**src/rtl/alu_defs.sv**
```systemverilog
// alu_defs: widths, ALU encodings and the ID/EX bundle shared by
// the operand stage, its hazard/forward unit and its interface.
package alu_defs;
  localparam int XLEN   = 32;
  localparam int REG_AW = 5;
  localparam int CTL_W  = 3;

  typedef enum logic [CTL_W-1:0] {
    ALU_ADD = 3'b000,
    ALU_SUB = 3'b001,
    ALU_AND = 3'b010,
    ALU_OR  = 3'b011,
    ALU_SLT = 3'b101
  } alu_op_e;

  typedef struct packed {
    logic              valid;
    logic [XLEN-1:0]   pc;
    logic [XLEN-1:0]   rs1_data;
    logic [XLEN-1:0]   rs2_data;
    logic [XLEN-1:0]   imm;
    logic [REG_AW-1:0] rs1;
    logic [REG_AW-1:0] rs2;
    logic [REG_AW-1:0] rd;
    logic              alu_src;
    logic [CTL_W-1:0]  alu_control;
    logic              reg_write;
    logic              mem_read;
    logic              mem_write;
  } id_ex_t;

  // empty slot: nothing valid, ALU idles on ADD of zeros
  localparam id_ex_t ID_EX_BUBBLE = '{
    valid:       1'b0,
    pc:          '0,
    rs1_data:    '0,
    rs2_data:    '0,
    imm:         '0,
    rs1:         '0,
    rs2:         '0,
    rd:          '0,
    alu_src:     1'b0,
    alu_control: ALU_ADD,
    reg_write:   1'b0,
    mem_read:    1'b0,
    mem_write:   1'b0
  };

  function automatic logic rd_hit(
    input logic              we,
    input logic [REG_AW-1:0] rd,
    input logic [REG_AW-1:0] rs
  );
    return we & (rd != '0) & (rd == rs);
  endfunction
endpackage

```
**src/rtl/alu_operand_stage_if.sv**
```systemverilog
// alu_operand_stage_if: decode inputs, downstream bypass/control
// inputs and EX-side outputs of the ID/EX operand stage.
interface alu_operand_stage_if;
  import alu_defs::*;

  logic              id_valid;
  logic [XLEN-1:0]   id_pc;
  logic [XLEN-1:0]   id_rs1_data;
  logic [XLEN-1:0]   id_rs2_data;
  logic [XLEN-1:0]   id_imm;
  logic [REG_AW-1:0] id_rs1;
  logic [REG_AW-1:0] id_rs2;
  logic [REG_AW-1:0] id_rd;
  logic              id_use_rs1;
  logic              id_use_rs2;
  logic              id_alu_src;
  logic [CTL_W-1:0]  id_alu_control;
  logic              id_reg_write;
  logic              id_mem_read;
  logic              id_mem_write;
  logic              ex_hold;
  logic              ex_flush;
  logic [REG_AW-1:0] mem_rd;
  logic              mem_reg_write;
  logic [XLEN-1:0]   mem_result;
  logic [REG_AW-1:0] wb_rd;
  logic              wb_reg_write;
  logic [XLEN-1:0]   wb_result;

  logic              stall_req;
  logic              ex_valid;
  logic [XLEN-1:0]   ex_pc;
  logic [XLEN-1:0]   src_a;
  logic [XLEN-1:0]   src_b;
  logic [CTL_W-1:0]  alu_control;
  logic [XLEN-1:0]   ex_store_data;
  logic [REG_AW-1:0] ex_rd;
  logic              ex_reg_write;
  logic              ex_mem_read;
  logic              ex_mem_write;

  modport master (
    output id_valid, id_pc, id_rs1_data, id_rs2_data, id_imm,
    output id_rs1, id_rs2, id_rd, id_use_rs1, id_use_rs2,
    output id_alu_src, id_alu_control,
    output id_reg_write, id_mem_read, id_mem_write,
    output ex_hold, ex_flush,
    output mem_rd, mem_reg_write, mem_result,
    output wb_rd, wb_reg_write, wb_result,
    input  stall_req, ex_valid, ex_pc, src_a, src_b,
    input  alu_control, ex_store_data, ex_rd,
    input  ex_reg_write, ex_mem_read, ex_mem_write
  );

  modport slave (
    input  id_valid, id_pc, id_rs1_data, id_rs2_data, id_imm,
    input  id_rs1, id_rs2, id_rd, id_use_rs1, id_use_rs2,
    input  id_alu_src, id_alu_control,
    input  id_reg_write, id_mem_read, id_mem_write,
    input  ex_hold, ex_flush,
    input  mem_rd, mem_reg_write, mem_result,
    input  wb_rd, wb_reg_write, wb_result,
    output stall_req, ex_valid, ex_pc, src_a, src_b,
    output alu_control, ex_store_data, ex_rd,
    output ex_reg_write, ex_mem_read, ex_mem_write
  );
endinterface

```
**src/rtl/hazard_fwd_unit.sv**
```systemverilog
// hazard_fwd_unit: load-use/RAW stall decision and EX operand selects.
// ALU_OPERAND_FWD_EN enables MEM/WB bypass; otherwise RAW stalls.
module hazard_fwd_unit
  import alu_defs::*;
(
  input  logic              id_valid,
  input  logic              id_use_rs1,
  input  logic              id_use_rs2,
  input  logic [REG_AW-1:0] id_rs1,
  input  logic [REG_AW-1:0] id_rs2,
  input  logic              ex_valid,
  input  logic              ex_mem_read,
  input  logic              ex_reg_write,
  input  logic [REG_AW-1:0] ex_rd,
  input  logic [REG_AW-1:0] ex_rs1,
  input  logic [REG_AW-1:0] ex_rs2,
  input  logic [XLEN-1:0]   ex_rs1_data,
  input  logic [XLEN-1:0]   ex_rs2_data,
  input  logic              ex_hold,
  input  logic [REG_AW-1:0] mem_rd,
  input  logic              mem_reg_write,
  input  logic [XLEN-1:0]   mem_result,
  input  logic [REG_AW-1:0] wb_rd,
  input  logic              wb_reg_write,
  input  logic [XLEN-1:0]   wb_result,
  output logic              stall_req,
  output logic              bubble,
  output logic [XLEN-1:0]   fwd_a,
  output logic [XLEN-1:0]   fwd_b
);
  logic load_use;
  logic raw;

  assign load_use = ex_valid & ex_mem_read & id_valid &
    ((id_use_rs1 & rd_hit(1'b1, ex_rd, id_rs1)) |
     (id_use_rs2 & rd_hit(1'b1, ex_rd, id_rs2)));

`ifdef ALU_OPERAND_FWD_EN
  logic unused_ok;
  assign unused_ok = ex_reg_write;
  assign raw = 1'b0;

  // MEM is younger than WB, so it wins
  assign fwd_a =
    rd_hit(mem_reg_write, mem_rd, ex_rs1) ? mem_result :
    rd_hit(wb_reg_write, wb_rd, ex_rs1)   ? wb_result  :
    ex_rs1_data;
  assign fwd_b =
    rd_hit(mem_reg_write, mem_rd, ex_rs2) ? mem_result :
    rd_hit(wb_reg_write, wb_rd, ex_rs2)   ? wb_result  :
    ex_rs2_data;
`else
  logic busy1;
  logic busy2;
  logic unused_ok;

  // wait until the producer has retired through the write-first RF
  assign busy1 =
    rd_hit(ex_valid & ex_reg_write, ex_rd, id_rs1) |
    rd_hit(mem_reg_write, mem_rd, id_rs1) |
    rd_hit(wb_reg_write, wb_rd, id_rs1);
  assign busy2 =
    rd_hit(ex_valid & ex_reg_write, ex_rd, id_rs2) |
    rd_hit(mem_reg_write, mem_rd, id_rs2) |
    rd_hit(wb_reg_write, wb_rd, id_rs2);
  assign raw = id_valid &
    ((id_use_rs1 & busy1) | (id_use_rs2 & busy2));

  assign fwd_a = ex_rs1_data;
  assign fwd_b = ex_rs2_data;
  assign unused_ok = ^{mem_result, wb_result, ex_rs1, ex_rs2};
`endif

  assign bubble    = load_use | raw;
  assign stall_req = bubble | ex_hold;
endmodule

```
**src/rtl/alu_operand_stage.sv**
```systemverilog
// alu_operand_stage: ID/EX register feeding the ALU, with hazard
// bubbles, hold/flush and optional bypass (ALU_OPERAND_FWD_EN).
module alu_operand_stage
  import alu_defs::*;
(
  input logic                clk,
  input logic                rst_n,
  alu_operand_stage_if.slave bus
);
  id_ex_t          q;
  id_ex_t          d;
  id_ex_t          cap;
  logic            bubble;
  logic [XLEN-1:0] fwd_a;
  logic [XLEN-1:0] fwd_b;

  hazard_fwd_unit u_hzd (
    .id_valid      (bus.id_valid),
    .id_use_rs1    (bus.id_use_rs1),
    .id_use_rs2    (bus.id_use_rs2),
    .id_rs1        (bus.id_rs1),
    .id_rs2        (bus.id_rs2),
    .ex_valid      (q.valid),
    .ex_mem_read   (q.mem_read),
    .ex_reg_write  (q.reg_write & q.valid),
    .ex_rd         (q.rd),
    .ex_rs1        (q.rs1),
    .ex_rs2        (q.rs2),
    .ex_rs1_data   (q.rs1_data),
    .ex_rs2_data   (q.rs2_data),
    .ex_hold       (bus.ex_hold),
    .mem_rd        (bus.mem_rd),
    .mem_reg_write (bus.mem_reg_write),
    .mem_result    (bus.mem_result),
    .wb_rd         (bus.wb_rd),
    .wb_reg_write  (bus.wb_reg_write),
    .wb_result     (bus.wb_result),
    .stall_req     (bus.stall_req),
    .bubble        (bubble),
    .fwd_a         (fwd_a),
    .fwd_b         (fwd_b)
  );

  assign cap = '{
    valid:       bus.id_valid,
    pc:          bus.id_pc,
    rs1_data:    bus.id_rs1_data,
    rs2_data:    bus.id_rs2_data,
    imm:         bus.id_imm,
    rs1:         bus.id_rs1,
    rs2:         bus.id_rs2,
    rd:          bus.id_rd,
    alu_src:     bus.id_alu_src,
    alu_control: bus.id_alu_control,
    reg_write:   bus.id_reg_write & bus.id_valid,
    mem_read:    bus.id_mem_read & bus.id_valid,
    mem_write:   bus.id_mem_write & bus.id_valid
  };

  always_comb begin
    d = q;
    if (bus.ex_flush)
      d = ID_EX_BUBBLE;
    else if (bus.ex_hold)
      d = q;
    else if (bubble)
      d = ID_EX_BUBBLE;
    else
      d = cap;
  end

  always_ff @(posedge clk) begin
    if (!rst_n)
      q <= ID_EX_BUBBLE;
    else
      q <= d;
  end

  assign bus.ex_valid      = q.valid;
  assign bus.ex_pc         = q.pc;
  assign bus.src_a         = fwd_a;
  assign bus.src_b         = q.alu_src ? q.imm : fwd_b;
  assign bus.alu_control   = q.alu_control;
  assign bus.ex_store_data = fwd_b;
  assign bus.ex_rd         = q.rd;
  assign bus.ex_reg_write  = q.reg_write & q.valid;
  assign bus.ex_mem_read   = q.mem_read & q.valid;
  assign bus.ex_mem_write  = q.mem_write & q.valid;
endmodule

```
**src/flat_wrapper.sv**
```systemverilog
// flat-port wrapper written by rule: the top's interface ports become plain ports
module alu_operand_stage_flat import alu_defs::*;
  (clk, rst_n, bus_id_valid, bus_id_pc, bus_id_rs1_data, bus_id_rs2_data, bus_id_imm, bus_id_rs1, bus_id_rs2, bus_id_rd, bus_id_use_rs1, bus_id_use_rs2, bus_id_alu_src, bus_id_alu_control, bus_id_reg_write, bus_id_mem_read, bus_id_mem_write, bus_ex_hold, bus_ex_flush, bus_mem_rd, bus_mem_reg_write, bus_mem_result, bus_wb_rd, bus_wb_reg_write, bus_wb_result, bus_stall_req, bus_ex_valid, bus_ex_pc, bus_src_a, bus_src_b, bus_alu_control, bus_ex_store_data, bus_ex_rd, bus_ex_reg_write, bus_ex_mem_read, bus_ex_mem_write);
  alu_operand_stage_if bus_i ();
  input logic clk;
  input logic rst_n;
  input wire logic [$bits(bus_i.id_valid)-1:0] bus_id_valid;
  input wire logic [$bits(bus_i.id_pc)-1:0] bus_id_pc;
  input wire logic [$bits(bus_i.id_rs1_data)-1:0] bus_id_rs1_data;
  input wire logic [$bits(bus_i.id_rs2_data)-1:0] bus_id_rs2_data;
  input wire logic [$bits(bus_i.id_imm)-1:0] bus_id_imm;
  input wire logic [$bits(bus_i.id_rs1)-1:0] bus_id_rs1;
  input wire logic [$bits(bus_i.id_rs2)-1:0] bus_id_rs2;
  input wire logic [$bits(bus_i.id_rd)-1:0] bus_id_rd;
  input wire logic [$bits(bus_i.id_use_rs1)-1:0] bus_id_use_rs1;
  input wire logic [$bits(bus_i.id_use_rs2)-1:0] bus_id_use_rs2;
  input wire logic [$bits(bus_i.id_alu_src)-1:0] bus_id_alu_src;
  input wire logic [$bits(bus_i.id_alu_control)-1:0] bus_id_alu_control;
  input wire logic [$bits(bus_i.id_reg_write)-1:0] bus_id_reg_write;
  input wire logic [$bits(bus_i.id_mem_read)-1:0] bus_id_mem_read;
  input wire logic [$bits(bus_i.id_mem_write)-1:0] bus_id_mem_write;
  input wire logic [$bits(bus_i.ex_hold)-1:0] bus_ex_hold;
  input wire logic [$bits(bus_i.ex_flush)-1:0] bus_ex_flush;
  input wire logic [$bits(bus_i.mem_rd)-1:0] bus_mem_rd;
  input wire logic [$bits(bus_i.mem_reg_write)-1:0] bus_mem_reg_write;
  input wire logic [$bits(bus_i.mem_result)-1:0] bus_mem_result;
  input wire logic [$bits(bus_i.wb_rd)-1:0] bus_wb_rd;
  input wire logic [$bits(bus_i.wb_reg_write)-1:0] bus_wb_reg_write;
  input wire logic [$bits(bus_i.wb_result)-1:0] bus_wb_result;
  output wire logic [$bits(bus_i.stall_req)-1:0] bus_stall_req;
  output wire logic [$bits(bus_i.ex_valid)-1:0] bus_ex_valid;
  output wire logic [$bits(bus_i.ex_pc)-1:0] bus_ex_pc;
  output wire logic [$bits(bus_i.src_a)-1:0] bus_src_a;
  output wire logic [$bits(bus_i.src_b)-1:0] bus_src_b;
  output wire logic [$bits(bus_i.alu_control)-1:0] bus_alu_control;
  output wire logic [$bits(bus_i.ex_store_data)-1:0] bus_ex_store_data;
  output wire logic [$bits(bus_i.ex_rd)-1:0] bus_ex_rd;
  output wire logic [$bits(bus_i.ex_reg_write)-1:0] bus_ex_reg_write;
  output wire logic [$bits(bus_i.ex_mem_read)-1:0] bus_ex_mem_read;
  output wire logic [$bits(bus_i.ex_mem_write)-1:0] bus_ex_mem_write;
  assign bus_i.id_valid = bus_id_valid;
  assign bus_i.id_pc = bus_id_pc;
  assign bus_i.id_rs1_data = bus_id_rs1_data;
  assign bus_i.id_rs2_data = bus_id_rs2_data;
  assign bus_i.id_imm = bus_id_imm;
  assign bus_i.id_rs1 = bus_id_rs1;
  assign bus_i.id_rs2 = bus_id_rs2;
  assign bus_i.id_rd = bus_id_rd;
  assign bus_i.id_use_rs1 = bus_id_use_rs1;
  assign bus_i.id_use_rs2 = bus_id_use_rs2;
  assign bus_i.id_alu_src = bus_id_alu_src;
  assign bus_i.id_alu_control = bus_id_alu_control;
  assign bus_i.id_reg_write = bus_id_reg_write;
  assign bus_i.id_mem_read = bus_id_mem_read;
  assign bus_i.id_mem_write = bus_id_mem_write;
  assign bus_i.ex_hold = bus_ex_hold;
  assign bus_i.ex_flush = bus_ex_flush;
  assign bus_i.mem_rd = bus_mem_rd;
  assign bus_i.mem_reg_write = bus_mem_reg_write;
  assign bus_i.mem_result = bus_mem_result;
  assign bus_i.wb_rd = bus_wb_rd;
  assign bus_i.wb_reg_write = bus_wb_reg_write;
  assign bus_i.wb_result = bus_wb_result;
  assign bus_stall_req = bus_i.stall_req;
  assign bus_ex_valid = bus_i.ex_valid;
  assign bus_ex_pc = bus_i.ex_pc;
  assign bus_src_a = bus_i.src_a;
  assign bus_src_b = bus_i.src_b;
  assign bus_alu_control = bus_i.alu_control;
  assign bus_ex_store_data = bus_i.ex_store_data;
  assign bus_ex_rd = bus_i.ex_rd;
  assign bus_ex_reg_write = bus_i.ex_reg_write;
  assign bus_ex_mem_read = bus_i.ex_mem_read;
  assign bus_ex_mem_write = bus_i.ex_mem_write;
  alu_operand_stage u_core (.clk(clk), .rst_n(rst_n), .bus(bus_i));
endmodule
```
**config.mk**
```make
export PLATFORM = sky130hd
export DESIGN_NAME = alu_operand_stage_flat
export DESIGN_NICKNAME = d
export VERILOG_FILES = /design/src/rtl/alu_defs.sv /design/src/rtl/alu_operand_stage_if.sv /design/src/rtl/hazard_fwd_unit.sv /design/src/rtl/alu_operand_stage.sv /design/src/flat_wrapper.sv
export SDC_FILE = /design/constraint.sdc
export NUM_CORES = 1
export LEC_CHECK = 0
export ABC_AREA = 1
export CAP_MARGIN = 10
export CORE_AREA = 2 2 147 149
export CTS_CLUSTER_SIZE = 20
export DETAILED_ROUTE_END_ITERATION = 8
export DIE_AREA = 0 0 149 151
export HOLD_SLACK_MARGIN = 0.02
export PLACE_DENSITY = 0.73
export RECOVER_POWER = 100
export SLEW_MARGIN = 5
export SYNTH_ARGS = -nofsm -noshare
export SYNTH_HDL_FRONTEND = slang
export SYNTH_SLANG_ARGS = --single-unit
export TNS_END_PERCENT = 5
```
**constraint.sdc**
```tcl
create_clock -name clk -period 2 [get_ports clk]
set_input_delay 0.4 -clock clk [delete_from_list [all_inputs] [get_ports clk]]
set_output_delay 0.4 -clock clk [all_outputs]
set_load 0.1 [all_outputs]
```
-- Yosys cells after proc, flatten, opt, wreduce, memory -nomap -nowiden
Cells that the tools add are included.
- equality and inequality tests: 6
- multiplexer cells: 2
- bitwise logic cells: 34
- reduce and logical (&&, ||, !) cells: 4
- operator list (cell ; number):
    151-bit two-way mux ; 1
    32-bit two-way mux ; 1
    5-bit equality test ; 6
    1-bit AND ; 25
    5-bit nonzero test ; 3
    1-bit bitwise OR ; 8
    2-bit OR reduction ; 1
    1-bit inverter ; 1
- register bits: 141
- input port bits: 233
- output and inout port bits: 141
- word-level logic and storage cells: 57

-- Longest topological paths before layout
Gate-level depths: netlist of the first run.
- depth after elaboration: 11
- gate-level depth with buffers: 14
- depth with buffers taken out: 12

-- By module
From an unflattened synthesis of the first run, not the netlist that was laid out.
- cells, all modules: 921
- area total of the unflattened synthesis: 6930.4 sq um
- by module, submodules not included (module ; times used ; cells an instance ; area an instance (sq um) ; seq. area each (sq um)):
    alu_operand_stage ; 1 ; 738 ; 5886.9 ; 3022.9
    hazard_fwd_unit ; 1 ; 183 ; 1043.5 ; 0.0

-- Least setup slack after synthesis of the first run
No wires, ideal clock.
- path type: register to output
- start: register u_core.q, in the netlist u_core.bus.ex_valid
- end: output port bus_stall_req
- arrival time: 3.013 ns
- data required time: 1.600 ns
- setup slack: -1.413 ns
- stages on the path, launching flop included: 10
- buffers on the path: 1
- cell sequence: dfxtp_1 nand2_1 inv_1 o22ai_1 inv_1 nand2_1 nand3_2 nand2_4 buf_2 nand2_1
- elaborated cells on any way between the ends: 18
- classes of those cells: 18 x bitwise
- RTL lines (item ; line ; text):
    start: declaration ; alu_operand_stage.sv:10 ; id_ex_t q;
    start signal: assignment ; alu_operand_stage.sv:74 ; q <= ID_EX_BUBBLE;
    start signal: assignment ; alu_operand_stage.sv:76 ; q <= d;
    1-bit AND ; -- ;
    named net bus_ex_mem_read ; flat_wrapper.sv:39 ; output wire logic [$bits(bus_i.ex_mem_read)-1:0] bus_ex_mem_read;
    1-bit AND (2 in a row) ; hazard_fwd_unit.sv:34 ; assign load_use = ex_valid & ex_mem_read & id_valid &
    1-bit bitwise OR ; hazard_fwd_unit.sv:74 ; assign bubble = load_use | raw;
    1-bit bitwise OR ; hazard_fwd_unit.sv:75 ; assign stall_req = bubble | ex_hold;
    end: declaration ; flat_wrapper.sv:30 ; output wire logic [$bits(bus_i.stall_req)-1:0] bus_stall_req;
The timed path passes the listed nets, and every way through them passes these cells.

-- Final worst setup path of the first run
- start: input port bus_id_use_rs2
- end: output port bus_stall_req
- word-level cells in the longest chain between the ends: 5
- elaborated cells on any way between the ends: 8
- classes of those cells: 8 x bitwise
- RTL lines (item ; line ; text):
    start: declaration ; flat_wrapper.sv:16 ; input wire logic [$bits(bus_i.id_use_rs2)-1:0] bus_id_use_rs2;
    1-bit AND (on tied branches) ; hazard_fwd_unit.sv:36, hazard_fwd_unit.sv:67 ;
    1-bit bitwise OR (on tied branches) ; hazard_fwd_unit.sv:35, hazard_fwd_unit.sv:67 ;
    1-bit AND (on tied branches) ; hazard_fwd_unit.sv:34, hazard_fwd_unit.sv:66 ;
    1-bit bitwise OR * ; hazard_fwd_unit.sv:74 ;
    1-bit bitwise OR * ; hazard_fwd_unit.sv:75 ;
Every way passes the cells marked *; elsewhere a longest branch is shown, timed or not.

==> results of run 1 <==
==> registers in the layout (all words and copies together) (netlist names) <==
signal	cells
u_core.bus.ex_rd	5
u_core.bus.ex_valid	1
u_core.bus.ex_pc	32
u_core.bus.alu_control	3
u_core.q	100
==> synth_stat cells (all sizes together) (10+ instances only) <==
| cell | instances | share of area |
|---|---|---|
| buf | 132 | 0.14 |
| clkbuf | 37 | 0.019 |
| dfxtp | 141 | 0.39 |
| inv | 29 | 0.015 |
| nand2 | 195 | 0.10 |
| nand3 | 148 | 0.16 |
| xor2 | 10 | 0.012 |
| mux2 | 32 | 0.049 |
| a21oi | 141 | 0.097 |
| nor2 | 23 | 0.012 |
==> per-layer routing <==
metal	global-route usage	share of wire	wire length, microns	up-vias
met5	0	0	0	-
met4	0.0600	0.022	488	0
met1	0.230	0.42	9260	3018
met3	0.0482	0.061	1330	27
li1	-	-	-	3262
met2	0.321	0.49	10800	200
==> cell type report <==
cell class                 count  area, sq um
clock buffer                  20          447
clock inverter                12          158
fill                        2068        10500
inverter                      29          121
multi-input combinational    562         3180
sequential                   141         2840
tap                          275          344
timing repair buffer         343         3260
==> final timing paths <==
path,from,endpoint,cells past startpoint
setup / recovery,bus_id_use_rs2,bus_stall_req,10
hold / removal,bus_ex_hold,u_core.q[26],4
setup reg to reg,u_core.bus.ex_rd[3],u_core.q[62],12
hold reg to reg,u_core.q[25],u_core.q[25],2
==> kinds of logic after synthesis <==
group           Yosys count
simple gates            372
buf+inv                 198
compound gates          145
flops                   141
mux                      32
xor+xnor                 13
==> worst max-delay path, delay by kind of cell <==
| kind | cells | cell delay, ps |
|---|---|---|
| AND/OR/NAND/NOR | 8 | 660 |
| buffers and inverters | 2 | 660 |
==> layout by cell type (no fill, tap or decap), types with 2 or more instances in the layout <==
cell type,Yosys,layout
dfxtp_4,0,3
o21ai_0,3,2
xor2_1,10,10
inv_2,4,7
xnor2_1,3,3
clkinvlp_4,0,5
dlygate4sd2_1,0,20
nand3_2,81,60
nor3_2,0,3
inv_1,25,19
dfxtp_2,0,3
nand3_1,67,88
nand2_4,1,3
clkinv_2,0,2
buf_4,104,21
nand4_1,2,2
clkbuf_16,0,17
clkbuf_1,37,3
bufinv_16,0,3
inv_6,0,5
a21oi_1,141,141
nand2_1,194,190
mux2_4,0,2
clkdlybuf4s50_1,0,146
nand2_8,0,2
mux2_2,32,30
nor2_1,23,22
clkbuf_2,0,106
buf_6,0,2
buf_12,1,44
clkbuf_4,0,2
dfxtp_1,141,135
==> per-stage QoR <==
stage	setup slack [ps]	hold WS, ps	util	setup TNS, ps	cell area [sq um]
after floorplan	-239	437	-	-6520	7340
after global placement	-446	448	0.485	-51950	10100
after detailed placement	-473	455	0.485	-56060	10100
after CTS	-133	399	0.516	-254	10700
after global routing	-232	411	0.497	-5220	10300
final	-134	411	0.497	-134	10300
==> power breakdown <==
| part | leakage, nW | total [mW] | internal (mW) | switching [mW] |
|---|---|---|---|---|
| sequential | 1.15 | 2.95 | 2.90 | 0.0545 |
| combinational | 2.91 | 1.74 | 0.613 | 1.13 |
| clock | 0.288 | 3.27 | 2.01 | 1.26 |
| total | 4.35 | 7.96 | 5.52 | 2.44 |
==> timing repair <==
action,4_1_cts,5_1_grt
gates resized for setup,33,11
pin swaps,5,3
buffers inserted,5,0
endpoints found under the setup margin,55,125
hold buffers,0,0
==> results.toml, run 1 <==
[outcome]
outcome = "complete, but fails checks"
violations = "setup timing"

[sta]
rsz0062_at_grt = "yes"
slew_violations = 0
fin_skew_ps = 15.0
fin_crit_ps = 2130
final_hold_viol_count = 0
fin_crit_sh = 1.07
setup_viol = 1
relSlewSlack = 0.572
tightest_slew_ps = 642
finalWorstSetupSlack_ps = -134
timing.fmax_ghz = 0.469

[setup_path]
r2r_slack_ps = 20
arrival_ps = 1730
critPathMaxFanout = 2
end_kind = "primary output"
cpPeakStageDelay_ps = 500
cp_data_required_time_ps = 1600
worst-setup-path-type = "primary input to primary output"
cpMaxStageDelayCell = "clkdlybuf4s50_1"
cpMostUsedCell = "nand2_1"
start_kind = "primary input"
cp_cell_sequence = "clkdlybuf4s50_1 > nand2_1 > nor2_1 > nand3_1 > nand2_1 > nand2_1 > nand3_2 > nand2_8 > nand2_8 > buf_12"

[cts]
insertion_delay_ps = 410
clkSlewWorstSetupHoldPaths_ps = 60
cts_max_level = 4
clock_sinks = 141
cts_buffers = 17
root_buffer = "clkbuf_16"
cts_buffer_depth = 2
cts_tree = "yes"

[power]
leakagePower_nw = 4.35
p_total_mw = 7.96
powerDensity_mw_per_mm2 = 770
vdd_ir_drop_max_uv = 530

[grt]
overflow = 0
grt_usage = 0.187
grt_antenna_before_repair = 0
grt_max_degree = 142
grt_pass1_wl_microns = 33500
grt_pass1_vias = 6309

[cells_and_area]
antenna_cells = 0
layoutNonFillerInstCount = 1382
drive_gt1_frac = 0.292
syn_to_final_growth_pct = 42.0
final_nets = 1327

[floorplan]
die_h_microns = 151
core_area_sq_mm = 0.0208
initial_core_util = 0.350
fp.dieW_microns = 149
ioPinCount = 374
rows = 53
dieArea_sq_mm = 0.0225

[route]
avgRoutedWirePerCell_microns = 15.8
ant_nets = 0
vias_per_cell = 4.71
drt_iter0_markers = 321
drc = 0
routed_wirelength_microns = 21900
num_vias = 6507
first_pass_iters = 4

[placement]
portBuffers = 309
globalplace.congestion = 0.841
place_hpwl_microns = 15300
dp_cells = 1345

[synthesis]
synthSimpleGateAreaFrac = 0.275
synth_fa_ha_area_frac = 0
synthCells = 901
ys_ff_latch = 141
ys_seq_area_frac = 0.387
synth_edf_count = 0
synth.distinct_cells = 23
synth_ff_type = "dfxtp_1"
synth_xor_area_frac = 0.0156
synth_compound_area_frac = 0.0997
avgSynthCellArea_sq_um = 8.09
synth_mux_area_frac = 0.0494
yosysWarnings = 0
syn_area_sq_mm = 0.00729
syn_nets = 1134
async_reset_ff_frac = 0
synth_top_family_by_area = "simple AND/OR/NAND/NOR gates"

[flow_run]
drv_cap = 0

[min_path]
hold_path_class = "primary input to register"
Power figures use the tool's default switching activity.
==> run 2, diff against run 1 <==
--- a/config.mk
+++ b/config.mk
@@ -7,10 +7,9 @@
 export LEC_CHECK = 0
 export ABC_AREA = 1
 export CAP_MARGIN = 10
-export CORE_AREA = 2 2 147 149
+export CORE_UTILIZATION = 35
 export CTS_CLUSTER_SIZE = 20
 export DETAILED_ROUTE_END_ITERATION = 8
-export DIE_AREA = 0 0 149 151
 export HOLD_SLACK_MARGIN = 0.02
 export PLACE_DENSITY = 0.73
 export RECOVER_POWER = 100
==> run 2 against run 1 <==
Compared with the run above:
- the run still ends with setup timing left
- sequential share of layout area is 0.24 points lower
- flip-flop and latch count did not move
- clock power increased by 2%
- total power increased by 0.95%
- clock-buffer cell count shrank 2
- core utilization is 1.8 points higher
- die area decreased by 4.9%
- setup slack worse by 16 ps
- fmax decreased by 0.74%
- critical endpoint unchanged
- largest power group unchanged
- highest routed layer unchanged
==> results.toml, run 2 (synthesis results as in run 1) <==
[placement]
dp_cells = 1339
pre_cts_ws_ps = -450
place_hpwl_microns = 15100
portBuffers = 309
globalplace.congestion = 0.923

[cts]
cts_max_level = 4
clkSlewWorstSetupHoldPaths_ps = 60
cts_buffer_depth = 2
cts_tree = "yes"
hold_buffers = 0
insertion_delay_ps = 420
root_buffer = "clkbuf_16"
clock_sinks = 141
cts_buffers = 17

[sta]
timing.fmax_ghz = 0.465
slew_violations = 0
whs_ps = 397
setup_viol = 1
tightest_slew_ps = 748
fin_crit_ps = 2150
finalWorstSetupSlack_ps = -150
relSlewSlack = 0.501
fin_crit_sh = 1.08
final_hold_viol_count = 0
fin_skew_ps = 9.86
rsz0062_at_grt = "yes"

[power]
combPwrFrac = 0.219
p_clk_frac = 0.414
p_total_mw = 8.04
switching_share = 0.311
switchingPower_mw = 2.50
powerDensity_mw_per_mm2 = 770
leakagePower_nw = 4.38
vdd_ir_drop_max_uv = 623
seqPwrFrac = 0.367
power.internal_mw = 5.54

[grt]
grt_antenna_before_repair = 0
grt_pass1_vias = 6360
overflow = 0
grt_pass1_wl_microns = 33800
grt_max_degree = 142
grt_usage = 0.200

[setup_path]
start_kind = "register"
end_kind = "primary output"
critPathMaxFanout = 3
reg2reg_to = "u_core.bus.ex_pc[19]"
arrival_ps = 1750
r2r-start = "u_core.bus.ex_rd[1]"
cpMaxStageDelayCell = "dfxtp_4"
r2r_slack_ps = 90
cpMostUsedCell = "nand2_2"
cp_cell_sequence = "inv_4 > nand2_2 > nand2_2 > nor3_2 > nand3_1 > nand2_1 > nand2_2 > nand3_4 > nand2_8 > nand2_8 > buf_12"
cp_data_required_time_ps = 1600
ff2ff_path_depth = 12
cpPeakStageDelay_ps = 370
worst-setup-path-type = "register to primary output"

[cells_and_area]
final_nets = 1327
utilization = 0.514
fillers = 1977
largest_reg_flops = 100
syn_to_final_growth_pct = 43.3
antenna_cells = 0
drive_gt1_frac = 0.313
mostFrequentLayoutCell = "nand2_1"
layoutNonFillerInstCount = 1377
regMostFlops = "u_core.q"
final_cell_mix = "187 x nand2_1, 147 x clkdlybuf4s50_1, 141 x a21oi_1, 134 x dfxtp_1, 107 x clkbuf_2"

[floorplan]
initial_core_util = 0.359
die_h_microns = 146
ioPinCount = 374
core_area_sq_mm = 0.0203
dieArea_sq_mm = 0.0214
fp.dieW_microns = 146
rows = 52

[route]
avgRoutedWirePerCell_microns = 15.7
first_pass_iters = 4
ant_nets = 0
vias_per_cell = 4.71
drc = 0
num_vias = 6485
routed_wirelength_microns = 21600
drt_iter0_markers = 332

[min_path]
min_to = "u_core.q[46]"
hold_path_class = "primary input to register"
hold_depth = 4
min-delay-start = "bus_ex_hold"

[outcome]
outcome = "complete, but fails checks"
violations = "setup timing"

[flow_run]
drv_cap = 0
-- run 2: area by class of cell --
type | count | area [sq um] | area share
Sequential cell | 141 | 2840 | 0.272
Clock buffer | 18 | 439 | 0.0421
Timing Repair Buffer | 343 | 3230 | 0.310
Inverter | 29 | 124 | 0.0119
Clock inverter | 14 | 181 | 0.0174
Tap cell | 270 | 338 | 0.0324
Multi-Input combinational cell | 562 | 3290 | 0.315
-- run 2: critical path, delay by kind of cell, from the launching register on --
family | cells | cell delay (ps)
buffers and inverters | 2 | 210
AND/OR/NAND/NOR | 9 | 760
flip-flops | 1 | 370
-- run 2: layer usage --
metal,global-route usage,vias to the layer above,routed length (microns)
met5,0,-,0
met4,0.0526,0,341
met3,0.0591,22,1260
met2,0.344,195,10700
met1,0.241,3005,9320
li1,-,3263,-
-- run 2: worst max path at each step --
stage / start / end / slack (ps) / cells after the start
finish: u_core.bus.ex_rd[1] / bus_stall_req / -150 / 11
global placement: bus_id_rs1[1] / bus_stall_req / -420 / 12
detailed placement: bus_id_rs1[1] / u_core.q[84] / -450 / 15
floorplan: u_core.bus.ex_valid / bus_stall_req / -240 / 9
global route: bus_id_rs2[1] / bus_stall_req / -270 / 13
CTS: u_core.bus.ex_valid / bus_stall_req / -160 / 9
-- run 2: what timing repair did --
| item | in CTS | in global routing |
|---|---|---|
| buffers inserted | 3 | 2 |
| hold endpoints to repair | 0 | 0 |
| pin swaps | 5 | 6 |
| setup endpoints to repair | 4 | 97 |
| gates resized for setup | 33 | 8 |
| cloned | 0 | 1 |
-- run 2: power by group through the flow --
| stage | logic, mW | registers, mW | clock network (mW) |
|---|---|---|---|
| final | 1.76 | 2.95 | 3.33 |
| after global routing | 1.85 | 2.96 | 3.55 |
| after CTS | 1.81 | 2.95 | 3.41 |
| after detailed placement | 1.81 | 3.02 | 0 |
| after global placement | 1.80 | 3.01 | 0 |
| after floorplan | 1.19 | 3.00 | 0 |
-- run 2: stage by stage --
step	area [sq um]	TNS [ps]
2_1_floorplan	7340	-6520
3_3_place_gp	10100	-44770
3_5_place_dp	10100	-48920
4_1_cts	10700	-157
5_1_grt	10400	-934
6_report	10400	-150
==> run 3, diff against run 2 <==
--- a/config.mk
+++ b/config.mk
@@ -7,10 +7,11 @@
 export LEC_CHECK = 0
 export ABC_AREA = 1
 export CAP_MARGIN = 10
-export CORE_UTILIZATION = 35
+export CORE_AREA = 2 2 147 149
 export CTS_CLUSTER_SIZE = 20
 export DETAILED_ROUTE_END_ITERATION = 8
-export HOLD_SLACK_MARGIN = 0.02
+export DIE_AREA = 0 0 149 151
+export HOLD_SLACK_MARGIN = 0.15
 export PLACE_DENSITY = 0.73
 export RECOVER_POWER = 100
 export SLEW_MARGIN = 5
==> results of run 3 <==
Same layout as run 1: the final DEF is identical, and so are final timing and power.
